$ cat src/rtl/project_pwm_pkg.sv
// Shared encodings for the PWM shadow-load block: FSM states, load events,
// shadow addresses and ctrl field positions.
package project_pwm_pkg;

   typedef enum logic [1:0] {
      ST_IDLE  = 2'd0,
      ST_ARMED = 2'd1,
      ST_LOAD  = 2'd2
   } load_state_t;

   localparam logic [1:0] LOAD_SEL_IMMEDIATE = 2'b00;
   localparam logic [1:0] LOAD_SEL_ZERO      = 2'b01;
   localparam logic [1:0] LOAD_SEL_PERIOD    = 2'b10;
   localparam logic [1:0] LOAD_SEL_SYNC      = 2'b11;

   localparam logic [1:0] ADDR_PERIOD    = 2'd0;
   localparam logic [1:0] ADDR_COMPARE_A = 2'd1;
   localparam logic [1:0] ADDR_COMPARE_B = 2'd2;
   localparam logic [1:0] ADDR_CTRL      = 2'd3;

   localparam int CTRL_MODE_LSB     = 0;
   localparam int CTRL_SYNC_SEL_LSB = 2;
   localparam int CTRL_SYNC_EN_BIT  = 4;
   localparam int CTRL_W            = 5;

   typedef struct packed {
      logic       sync_en;
      logic [1:0] sync_sel;
      logic [1:0] mode;
   } ctrl_t;

   // Only the low CTRL_W bits of a ctrl write carry meaning; the rest are dropped by the caller.
   function automatic ctrl_t unpack_ctrl(input logic [CTRL_W-1:0] bits);
      ctrl_t c;
      c.mode     = bits[CTRL_MODE_LSB +: 2];
      c.sync_sel = bits[CTRL_SYNC_SEL_LSB +: 2];
      c.sync_en  = bits[CTRL_SYNC_EN_BIT];
      return c;
   endfunction

endpackage

$ cat src/rtl/project_shadow_load_ctrl_if.sv
// Host write port into the shadow register file.
// A write transfers on a rising clock edge where i_wr_valid and o_wr_ready are both 1;
// addr/data must be stable while i_wr_valid is high, and ready never depends on valid.
interface project_shadow_load_ctrl_if;
   logic        i_wr_valid;
   logic        o_wr_ready;
   logic [1:0]  i_wr_addr;
   logic [15:0] i_wr_data;

   modport master (output i_wr_valid, i_wr_addr, i_wr_data, input o_wr_ready);
   modport slave  (input i_wr_valid, i_wr_addr, i_wr_data, output o_wr_ready);
endinterface

$ cat src/rtl/project_load_event_detect.sv
// Combinational selection of the armed transfer's load event.
module project_load_event_detect
   import project_pwm_pkg::*;
(
   input  logic [1:0]  load_sel,
   input  logic [15:0] counter_next,
   input  logic [15:0] period,
   input  logic        sync_in,
   output logic        load_event
);

   always_comb begin
      load_event = 1'b0;
      case (load_sel)
         LOAD_SEL_IMMEDIATE: load_event = 1'b1;
         LOAD_SEL_ZERO:      load_event = (counter_next == 16'd0);
         // Compared against the active period, not a pending shadow value.
         LOAD_SEL_PERIOD:    load_event = (counter_next == period);
         LOAD_SEL_SYNC:      load_event = sync_in;
         default:            load_event = 1'b0;
      endcase
   end

endmodule

$ cat src/rtl/project_shadow_load_ctrl.sv
// Shadow/active register pair for a PWM channel with event-timed atomic transfer.
// Optional sticky load flag enabled by defining PROJECT_LOAD_IRQ_EN.
module project_shadow_load_ctrl
   import project_pwm_pkg::*;
(
   input  logic                             i_clk,
   input  logic                             i_reset,
   project_shadow_load_ctrl_if.slave        wr_bus,
   input  logic                             i_commit,
   input  logic                             i_abort,
   input  logic [1:0]                       i_load_sel,
   input  logic [15:0]                      i_counter_next,
   input  logic                             i_sync_in,
   input  logic                             i_irq_clr,
   output logic [15:0]                      o_period,
   output logic [15:0]                      o_compare_a,
   output logic [15:0]                      o_compare_b,
   output logic [1:0]                       o_mode,
   output logic [1:0]                       o_sync_sel,
   output logic                             o_sync_en,
   output logic                             o_pending,
   output logic                             o_load_pulse,
   output logic                             o_load_irq,
   output logic [1:0]                       o_dbg_state
);

   load_state_t state_q, state_d;
   logic [1:0]  load_sel_q;
   logic        load_event;
   logic        load_now;
   logic        wr_fire;

   logic [15:0] period_sh, compare_a_sh, compare_b_sh;
   ctrl_t       ctrl_sh, ctrl_act;

   project_load_event_detect u_event (
      .load_sel     (load_sel_q),
      .counter_next (i_counter_next),
      .period       (o_period),
      .sync_in      (i_sync_in),
      .load_event   (load_event)
   );

   assign wr_fire = wr_bus.i_wr_valid && (state_q == ST_IDLE);

   always_ff @(posedge i_clk or posedge i_reset) begin
      if (i_reset) state_q <= ST_IDLE;
      else         state_q <= state_d;
   end

   // Abort has priority over a coincident load event.
   always_comb begin
      state_d  = state_q;
      load_now = 1'b0;
      case (state_q)
         ST_IDLE:  if (i_commit) state_d = ST_ARMED;
         ST_ARMED: begin
            if (i_abort) begin
               state_d = ST_IDLE;
            end else if (load_event) begin
               state_d  = ST_LOAD;
               load_now = 1'b1;
            end
         end
         ST_LOAD:  state_d = ST_IDLE;
         default:  state_d = ST_IDLE;
      endcase
   end

   always_ff @(posedge i_clk or posedge i_reset) begin
      if (i_reset) load_sel_q <= LOAD_SEL_IMMEDIATE;
      else if ((state_q == ST_IDLE) && i_commit) load_sel_q <= i_load_sel;
   end

   always_ff @(posedge i_clk or posedge i_reset) begin
      if (i_reset) begin
         period_sh    <= '0;
         compare_a_sh <= '0;
         compare_b_sh <= '0;
         ctrl_sh      <= '0;
      end else if (wr_fire) begin
         case (wr_bus.i_wr_addr)
            ADDR_PERIOD:    period_sh    <= wr_bus.i_wr_data;
            ADDR_COMPARE_A: compare_a_sh <= wr_bus.i_wr_data;
            ADDR_COMPARE_B: compare_b_sh <= wr_bus.i_wr_data;
            ADDR_CTRL:      ctrl_sh      <= unpack_ctrl(wr_bus.i_wr_data[CTRL_W-1:0]);
            default:        ctrl_sh      <= ctrl_sh;
         endcase
      end
   end

   // All active registers move together on the load edge.
   always_ff @(posedge i_clk or posedge i_reset) begin
      if (i_reset) begin
         o_period    <= '0;
         o_compare_a <= '0;
         o_compare_b <= '0;
         ctrl_act    <= '0;
      end else if (load_now) begin
         o_period    <= period_sh;
         o_compare_a <= compare_a_sh;
         o_compare_b <= compare_b_sh;
         ctrl_act    <= ctrl_sh;
      end
   end

   assign o_mode            = ctrl_act.mode;
   assign o_sync_sel        = ctrl_act.sync_sel;
   assign o_sync_en         = ctrl_act.sync_en;
   assign wr_bus.o_wr_ready = (state_q == ST_IDLE);
   assign o_pending         = (state_q == ST_ARMED);
   assign o_load_pulse      = (state_q == ST_LOAD);
   assign o_dbg_state       = state_q;

`ifdef PROJECT_LOAD_IRQ_EN
   logic irq_q;

   // Set on the edge entering LOAD wins over a same-cycle clear.
   always_ff @(posedge i_clk or posedge i_reset) begin
      if (i_reset)        irq_q <= 1'b0;
      else if (load_now)  irq_q <= 1'b1;
      else if (i_irq_clr) irq_q <= 1'b0;
   end

   assign o_load_irq = irq_q;
`else
   logic unused_irq_clr;
   assign unused_irq_clr = i_irq_clr;
   assign o_load_irq     = 1'b0;
`endif

endmodule

$ cat src/flat_wrapper.sv
// flat-port wrapper written by rule: the top's interface ports become plain ports
module project_shadow_load_ctrl_flat import project_pwm_pkg::*;
  (i_clk, i_reset, i_commit, i_abort, i_load_sel, i_counter_next, i_sync_in, i_irq_clr, o_period, o_compare_a, o_compare_b, o_mode, o_sync_sel, o_sync_en, o_pending, o_load_pulse, o_load_irq, o_dbg_state, wr_bus_i_wr_valid, wr_bus_i_wr_addr, wr_bus_i_wr_data, wr_bus_o_wr_ready);
  project_shadow_load_ctrl_if wr_bus_i ();
  input  logic i_clk;
  input  logic i_reset;
  input  logic i_commit;
  input  logic i_abort;
  input  logic [1:0] i_load_sel;
  input  logic [15:0] i_counter_next;
  input  logic i_sync_in;
  input  logic i_irq_clr;
  output logic [15:0] o_period;
  output logic [15:0] o_compare_a;
  output logic [15:0] o_compare_b;
  output logic [1:0] o_mode;
  output logic [1:0] o_sync_sel;
  output logic o_sync_en;
  output logic o_pending;
  output logic o_load_pulse;
  output logic o_load_irq;
  output logic [1:0] o_dbg_state;
  input wire logic [$bits(wr_bus_i.i_wr_valid)-1:0] wr_bus_i_wr_valid;
  input wire logic [$bits(wr_bus_i.i_wr_addr)-1:0] wr_bus_i_wr_addr;
  input wire logic [$bits(wr_bus_i.i_wr_data)-1:0] wr_bus_i_wr_data;
  output wire logic [$bits(wr_bus_i.o_wr_ready)-1:0] wr_bus_o_wr_ready;
  assign wr_bus_i.i_wr_valid = wr_bus_i_wr_valid;
  assign wr_bus_i.i_wr_addr = wr_bus_i_wr_addr;
  assign wr_bus_i.i_wr_data = wr_bus_i_wr_data;
  assign wr_bus_o_wr_ready = wr_bus_i.o_wr_ready;
  project_shadow_load_ctrl u_core (.i_clk(i_clk), .i_reset(i_reset), .wr_bus(wr_bus_i), .i_commit(i_commit), .i_abort(i_abort), .i_load_sel(i_load_sel), .i_counter_next(i_counter_next), .i_sync_in(i_sync_in), .i_irq_clr(i_irq_clr), .o_period(o_period), .o_compare_a(o_compare_a), .o_compare_b(o_compare_b), .o_mode(o_mode), .o_sync_sel(o_sync_sel), .o_sync_en(o_sync_en), .o_pending(o_pending), .o_load_pulse(o_load_pulse), .o_load_irq(o_load_irq), .o_dbg_state(o_dbg_state));
endmodule
$ cat config.mk
export PLATFORM = sky130hd
export DESIGN_NAME = project_shadow_load_ctrl_flat
export DESIGN_NICKNAME = d
export VERILOG_FILES = /design/src/rtl/project_pwm_pkg.sv /design/src/rtl/project_shadow_load_ctrl_if.sv /design/src/rtl/project_load_event_detect.sv /design/src/rtl/project_shadow_load_ctrl.sv /design/src/flat_wrapper.sv
export SDC_FILE = /design/constraint.sdc
export NUM_CORES = 1
export LEC_CHECK = 0
export ABC_AREA = 1
export CORE_UTILIZATION = 40
export CTS_BUF_LIST = sky130_fd_sc_hd__clkbuf_4 sky130_fd_sc_hd__clkbuf_8 sky130_fd_sc_hd__clkbuf_16
export DETAILED_ROUTE_END_ITERATION = 10
export PLACE_DENSITY = 0.68
export SLEW_MARGIN = 20
export SYNTH_ARGS = -nofsm -noshare
export SYNTH_HDL_FRONTEND = slang
export SYNTH_SLANG_ARGS = --single-unit
$ cat constraint.sdc
create_clock -name i_clk -period 3 [get_ports i_clk]
set_input_delay 0.3 -clock i_clk [delete_from_list [all_inputs] [get_ports i_clk]]
set_output_delay 0.3 -clock i_clk [all_outputs]
set_load 0.05 [all_outputs]
# ---- Word-level counts from Yosys, hierarchy flattened
# Index checks and enable logic that the tools add are counted.
dict set report totals {
  reg_bits 110
  out_inout_bits 59
  input_bits 43
  wordCells 44
}
dict set report classes {
  mux 8
  n_reduce_logical 11
  n_eq_ne 11
}
# operator n
set op_table {}
lappend op_table {{== test 16 bit} 1}
lappend op_table {{zero test 16 bit} 1}
lappend op_table {{== test 2 bit (second input constant)} 5}
lappend op_table {{AND reduction 2 bit} 5}
lappend op_table {{== test 2 x 1 -> 1 bit (second input constant)} 3}
lappend op_table {{zero test 2 bit} 3}
lappend op_table {{two-way mux 2 bit} 3}
lappend op_table {{one-hot mux 1 bit (4 select lines)} 1}
lappend op_table {{one-hot mux 2 bit (2 select lines)} 1}
lappend op_table {{two-way mux 1 bit} 3}
lappend op_table {{!= test 3 x 2 -> 1 bit (second input constant)} 1}
lappend op_table {{logical AND 1 bit} 2}
lappend op_table {{!= test 2 bit (second input constant)} 1}

# ---- Depth between registers and ports, before layout
# Gate-level depths: netlist of run 1.
dict set report logic_depth {
  ltp_word 5
  depth_mapped 12
  depth_no_buf 11
}

# ---- Modules after synthesis
# Synthesis of run 1 repeated with hierarchy kept, for this count alone.
dict set report unflattened {
  cells_unflattened 593
  hier_area_um2 4959.8
}
# mod cells_each area_each_um2 seq_area_each_um2 n_inst
set by_module_without_submodules {}
lappend by_module_without_submodules {project_shadow_load_ctrl 494 4560.6 2752.6 1}
lappend by_module_without_submodules {project_load_event_detect 99 399.1 0.0 1}

# ---- Worst setup path after synthesis of run 1
# No wires, ideal clock.
dict set report synth_timing {
  path_type {register -> register}
  startpoint {register u_core.state_q[0], in the netlist u_core.o_dbg_state[0]}
  endpoint {register u_core.load_sel_q[0]}
  synth_period_minus_slack_ps 1898
  path_buffers 0
  path_stages_with_launch 5
  slack_ps 1102
  t_arrival_ps 1773
  t_required_ps 2875
  setup_ps 125
  path_cell_list {dfrtp_1 > nor2_1 > nand2_1 > nor2_1 > a21oi_1}
}
dict set report synth_between {
  elab_chain_cells 2
}
# element line
set synth_lines {}
lappend synth_lines {{from (decl)} project_shadow_load_ctrl.sv:27} ;# load_state_t state_q, state_d;
lappend synth_lines {{from (signal assigned)} project_shadow_load_ctrl.sv:48} ;# else state_q <= state_d;
lappend synth_lines {{zero test 2 bit} --}
lappend synth_lines {{net wr_bus_o_wr_ready} flat_wrapper.sv:26} ;# output wire logic [$bits(wr_bus_i.o_wr_ready)-1:0] wr_bus_o_wr_ready;
lappend synth_lines {{logical AND 1 bit} project_shadow_load_ctrl.sv:72} ;# else if ((state_q == ST_IDLE) && i_commit) load_sel_q <= i_load_sel;
lappend synth_lines {{to (signal assigned)} project_shadow_load_ctrl.sv:72}
lappend synth_lines {{to (decl)} project_shadow_load_ctrl.sv:28} ;# logic [1:0] load_sel_q;
# The timed path passes the listed nets, and every way through them passes these cells.
# A chain may end at the register's enable or synchronous reset.

# ---- Final worst setup path of run 1
dict set report layout_timing {
  startpoint {register u_core.state_q[1], in the netlist u_core.o_dbg_state[1]}
  endpoint {output o_pending}
}
dict set report layout_between {
  elab_chain_cells 1
}
# element line
set layout_lines {}
lappend layout_lines {{== test 2 x 1 -> 1 bit} project_shadow_load_ctrl.sv:111} ;# assign o_pending = (state_q == ST_ARMED);
lappend layout_lines {{to (decl)} flat_wrapper.sv:19} ;# output logic o_pending;
# No other way between the ends.

==> results of run 1 <==
-- area by class of cell --
| cell class | count | area share |
|---|---|---|
| timing repair buffer | 105 | 0.175 |
| sequential | 110 | 0.458 |
| clock inverter | 4 | 0.00896 |
| inverter | 47 | 0.0300 |
| tap | 140 | 0.0292 |
| clock buffer | 12 | 0.0423 |
| multi-input combinational | 357 | 0.257 |
-- worst register-to-register path, delay by kind of cell, from the launching register on --
family,cells,cell delay (ps)
AND/OR/NAND/NOR,5,1360
buffers and inverters,1,90
flip-flops,1,410
-- cells in the final DEF, fill, tap and decap left out, types with 2 or more instances in the layout --
master             n
inv_1             46
clkbuf_16          9
nor2_1            23
nand2_1          206
a21oi_1            3
buf_4              5
xnor2_1            2
dfrtp_1          110
clkinvlp_4         3
o21ai_1            7
clkdlybuf4s50_1   99
nand3_1           59
o21ai_0           47
clkbuf_4           2
-- registers in the layout, summed over array words and instances, names as in the netlist --
register / flops
u_core.compare_a_sh: 16
u_core.compare_b_sh: 16
u_core.o_compare_a: 16
u_core.o_compare_b: 16
u_core.o_period: 16
u_core.period_sh: 16
u_core.ctrl_sh: 5
u_core.load_sel_q: 2
u_core.o_dbg_state: 2
u_core.o_mode: 2
u_core.o_sync_sel: 2
u_core.o_sync_en: 1
-- metal layers --
metal / vias to the layer above / track usage / share of wire
met4: 0 / 0.0753 / 0.014
met1: 1786 / 0.273 / 0.47
met2: 93 / 0.321 / 0.46
met3: 10 / 0.0257 / 0.047
li1: 1865 / - / -
met5: - / 0 / 0
-- power by group through the flow --
stage          clock [W]  combinational (W)  sequential [W]
2_1_floorplan          0            0.00107         0.00377
3_3_place_gp           0            0.00325         0.00264
3_5_place_dp           0            0.00330         0.00267
4_1_cts          0.00124            0.00332         0.00265
5_1_grt          0.00128            0.00356         0.00275
6_report         0.00121            0.00329         0.00266
-- final timing paths --
kind	cells past startpoint	slack (ps)	end	startpoint
setup reg to reg	6	1040	u_core.o_compare_b[9]	u_core.o_dbg_state[1]
setup / recovery	4	890	o_pending	u_core.o_dbg_state[1]
hold reg to reg	2	470	u_core.o_compare_a[13]	u_core.o_compare_a[13]
min in group i_clk	2	470	u_core.o_compare_a[13]	u_core.o_compare_a[13]
hold / removal	3	460	u_core.o_period[12]	i_reset
max in group asynchronous	3	2110	u_core.o_compare_b[5]	i_reset
-- metrics by stage --
step	hold WS (ps)	cell area, um^2
after floorplan	454	4590
after global placement	457	5700
after detailed placement	461	5700
after CTS	478	6000
after global routing	494	6000
final	459	6000
-- kinds of logic (layout without fill, tap and decap cells) --
logic type,after synthesis,count (layout),synth area share
AOI/OAI and AO/OA,57,57,0.0622
xor gates and xnor gates,3,3,0.00573
buffers and inverters,72,168,0.0652
DFF,110,110,0.600
other,1,1,0.000818
and+or+nand+nor,296,296,0.266
==> results.toml, run 1 <==
[outcome]
outcome = "completed"

[clock_network]
root_buffer = "clkbuf_16"
clk_pin_slew_ps = 70
holdBufCountCts = 0
h-tree-depth = 3
cts_buffers = 9
cts_setup_buffers = 0
clock_latency_ps = 340
cts_sinks = 110
cts_max_path_buffers = 2
cts-resized-gates = 0
cts_tree = "built"

[yosys]
ys_types = 22
netlist_instances = 539
ys_ff_latch = 110
synth_seq_area_share = 0.600
ys_top_cells_by_count = "nand2_1, dfrtp_1, nand3_1, inv_1, o21ai_0"
ys_top_cells_by_area = "dfrtp_1, nand2_1, nand3_1"
yosysTopAreaCell = "dfrtp_1"
synth_edf_count = 0
ys.flop_type = "dfrtp_1"
synth_area_mm2 = 0.00459
synth_most_common_cell = "nand2_1"
yosys.area.top_type_share = 0.600
avgSynthCellArea_um2 = 8.51
yosysWarnings = 0
synthArstFlopShare = 1.00
syn-num-nets = 582

[setup_path]
slowest_stage = "clkdlybuf4s50_1"
criticalPathCategory = "reg2out"
path_cells = "inv_1, nand2_1, inv_1, clkdlybuf4s50_1"
cp-end-kind = "primary output"
path_common_cell = "inv_1"
crit_fanout = 4
cp_num_buf_inv = 3
slowest_delay_ps = 790
worst-endpoint-required_ps = 2700
crit_arrival_ps = 1810
critical-path-top-delay-family = "buffers and inverters"
worstSetupStartpointType = "flop"

[timing]
slew_headroom = 0.596
tightest_slew_ps = 604
post-route-min-period_ps = 2110
hold_viol = 0
skew_ps = 6.79
rsz0062_at_grt = "no"
setup_viol = 0
period_share = 0.705
setup_tns_ps = 0
slew_viol_final = 0
fmax_mhz = 473
worst_slack_ps = 885

[routing]
wl_per_cell_um = 14.2
via_count = 3754
vias_per_cell = 4.84
wl_um = 11000
first_pass_iters = 5
drc = 0
drt-initial-drc-count = 289
ant_nets = 0

[power]
switching_share = 0.450
p_per_area_mw_per_mm2 = 1190
p_seq_frac = 0.371
power_w = 0.00716
p_switching_w = 0.00322
internal-power_w = 0.00393
clock_power_share = 0.169
leakagePower_nw = 3.04
peakVddDrop_mv = 0.770
power_frac_comb = 0.460

[place]
dpl_worst_slack_ps = 639
io_buffers = 99
dp_cells = 759
gp_congestion = 0.865
dp_hpwl_um = 7360

[layout]
drive_gt1_frac = 0.0457
syn_to_final_growth_pct = 30.9
final_util = 0.547
ff_latch_area_mm2 = 0.00275
nNetsFinal = 673
final_cells = 775
fill_cells = 1029
n_antenna_cell = 0
multi_input_area_mm2 = 0.00154

[grt]
gr-total-overflow = 0
grt_start_max_net_pins = 111
antenna_found_initial = 0
grt_usage = 0.199
grt_pass1_wl_um = 18000
grt_pass1_vias = 3697

[floorplanning]
die-area_mm2 = 0.0119
start_util = 0.418
io_pins = 102
core_mm2 = 0.0110
rows = 38
fp.dieW_um = 109
fp.dieH_um = 109

[worst_hold_path]
min_path_type = "in2async"

[run]
max-cap-violations = 0
No activity file was read; power rests on OpenSTA's default activity.
==> run 2: changes to the inputs <==
Clock period 3 ns to 1.74 ns, I/O delays scaled along.
==> results.toml, run 2 (same netlist as run 1, synthesis figures left out) <==
[clock_network]
cts_max_path_buffers = 2
cts_buffers = 9
cts_tree = "built"
root_buffer = "clkbuf_16"
clock_latency_ps = 340
clk_pin_slew_ps = 60
h-tree-depth = 3
cts_sinks = 110

[layout]
syn_to_final_growth_pct = 36.4
final_util = 0.570
multi_input_area_mm2 = 0.00156
ff_latch_area_mm2 = 0.00277
final_common_cell = "nand2_1"
fill_cells = 980
layout_common_cells = "nand2_1, dfrtp_1, nand3_1"
nNetsFinal = 685
n_antenna_cell = 0
drive_gt1_frac = 0.134

[floorplanning]
start_util = 0.418
fp.dieH_um = 109
io_pins = 102
die-area_mm2 = 0.0119
fp.dieW_um = 109
rows = 38
core_mm2 = 0.0110

[timing]
setup_viol = 0
whs_ps = 309
tightest_slew_ps = 593
skew_ps = 6.44
period_share = 0.975
post-route-min-period_ps = 1700
fmax_mhz = 590
slew_headroom = 0.605
slew_viol_final = 0
hold_viol = 0

[run]
max-cap-violations = 0

[power]
peakVddDrop_mv = 1.28
leakagePower_nw = 3.33
p_seq_frac = 0.358
p_switching_w = 0.00561
internal-power_w = 0.00726
clock_power_share = 0.181
power_frac_comb = 0.461
p_per_area_mw_per_mm2 = 2060
switching_share = 0.436

[setup_path]
worst-endpoint-required_ps = 1570
crit_arrival_ps = 1520
slowest_stage = "clkdlybuf4s50_1"
slowest_delay_ps = 810
path_cells = "clkdlybuf4s50_1"
reg2reg_from = "u_core.o_period[15]"
crit_fanout = 4
critical-path-top-delay-family = "buffers and inverters"
worst_r2r_path_depth = 11
cp-end-kind = "primary output"
worstSetupStartpointType = "flop"
rrSetupSlack_ps = 120
r2r_end = "u_core.o_compare_a[9]"
cp_num_buf_inv = 1
criticalPathCategory = "reg2out"

[routing]
drt-initial-drc-count = 295
vias_per_cell = 4.91
first_pass_iters = 4
ant_nets = 0
via_count = 3861
wl_um = 11100
drc = 0
wl_per_cell_um = 14.1

[outcome]
outcome = "completed"

[worst_hold_path]
min_path_type = "in2async"

[grt]
gr-total-overflow = 0
antenna_found_initial = 0
grt_pass1_vias = 3660
grt_usage = 0.201
grt_start_max_net_pins = 111
grt_pass1_wl_um = 18200

[place]
gp_congestion = 0.912
io_buffers = 99
dp_hpwl_um = 7770
-- run 2: cell count changes in the layout (fill, tap and decap cells not counted), moves of 9 or more --
| cell | before | now |
|---|---|---|
| dfrtp_1 | 110 | 99 |
| dfrtp_2 | 0 | 11 |
| clkdlybuf4s50_1 | 99 | 57 |
| buf_4 | 5 | 36 |
| buf_12 | 1 | 12 |
| dlymetal6s2s_1 | 0 | 9 |
-- run 2: worst max path at each step --
stage                                   start                     to  slack (ps)  depth (start not counted)
final                     u_core.o_period[13]           o_period[13]          40                          1
after global routing      u_core.o_period[15]     u_core.o_period[8]          -4                         12
after CTS                  u_core.o_period[9]            o_period[9]           4                          1
after detailed placement   i_counter_next[15]  u_core.o_compare_a[3]        -220                         12
after global placement      i_counter_next[3]  u_core.o_compare_a[3]        -130                         12
after floorplan            u_core.o_period[0]    u_core.o_period[11]          30                          9
-- run 2: per-stage QoR --
stage	total power (W)	cells	setup TNS (ps)	area, um^2	setup slack (ps)
4_1_cts	0.0129	785	0	6180	4.02
5_1_grt	0.0137	787	-4.22	6260	-4.22
3_5_place_dp	0.0105	769	-9440	5830	-219
6_report	0.0129	787	0	6260	43.9
2_1_floorplan	0.00837	539	0	4610	29.9
3_3_place_gp	0.0103	769	-6400	5830	-134
-- run 2: what timing repair did --
action,in CTS,in global routing
gates resized for setup,1,15
setup endpoints to repair,1,62
buffers inserted,0,2
pin swaps,0,2
endpoints found under the hold margin,0,0
hold buffers,0,0
-- run 2: per-layer routing --
metal	share of wire	GRT usage	up-vias
met3	0.053	0.0347	12
met5	0	0	-
li1	-	-	1887
met1	0.47	0.278	1858
met2	0.47	0.320	104
met4	0.014	0.0666	0
-- run 2: layout make-up --
type,count,area share
Tap cell,140,0.0280
Timing Repair Buffer,117,0.196
Clock inverter,4,0.0152
Multi-Input combinational cell,357,0.250
Clock buffer,12,0.0406
Sequential cell,110,0.442
Inverter,47,0.0288
-- run 2: power by group through the flow --
stage               Sequential [W]  Combinational (W)  Clock (W)
finish                     0.00461            0.00594    0.00232
CTS                        0.00461            0.00589    0.00236
global route               0.00477            0.00643    0.00247
floorplan                  0.00652            0.00184          0
global placement           0.00458            0.00577          0
detailed placement         0.00463            0.00587          0
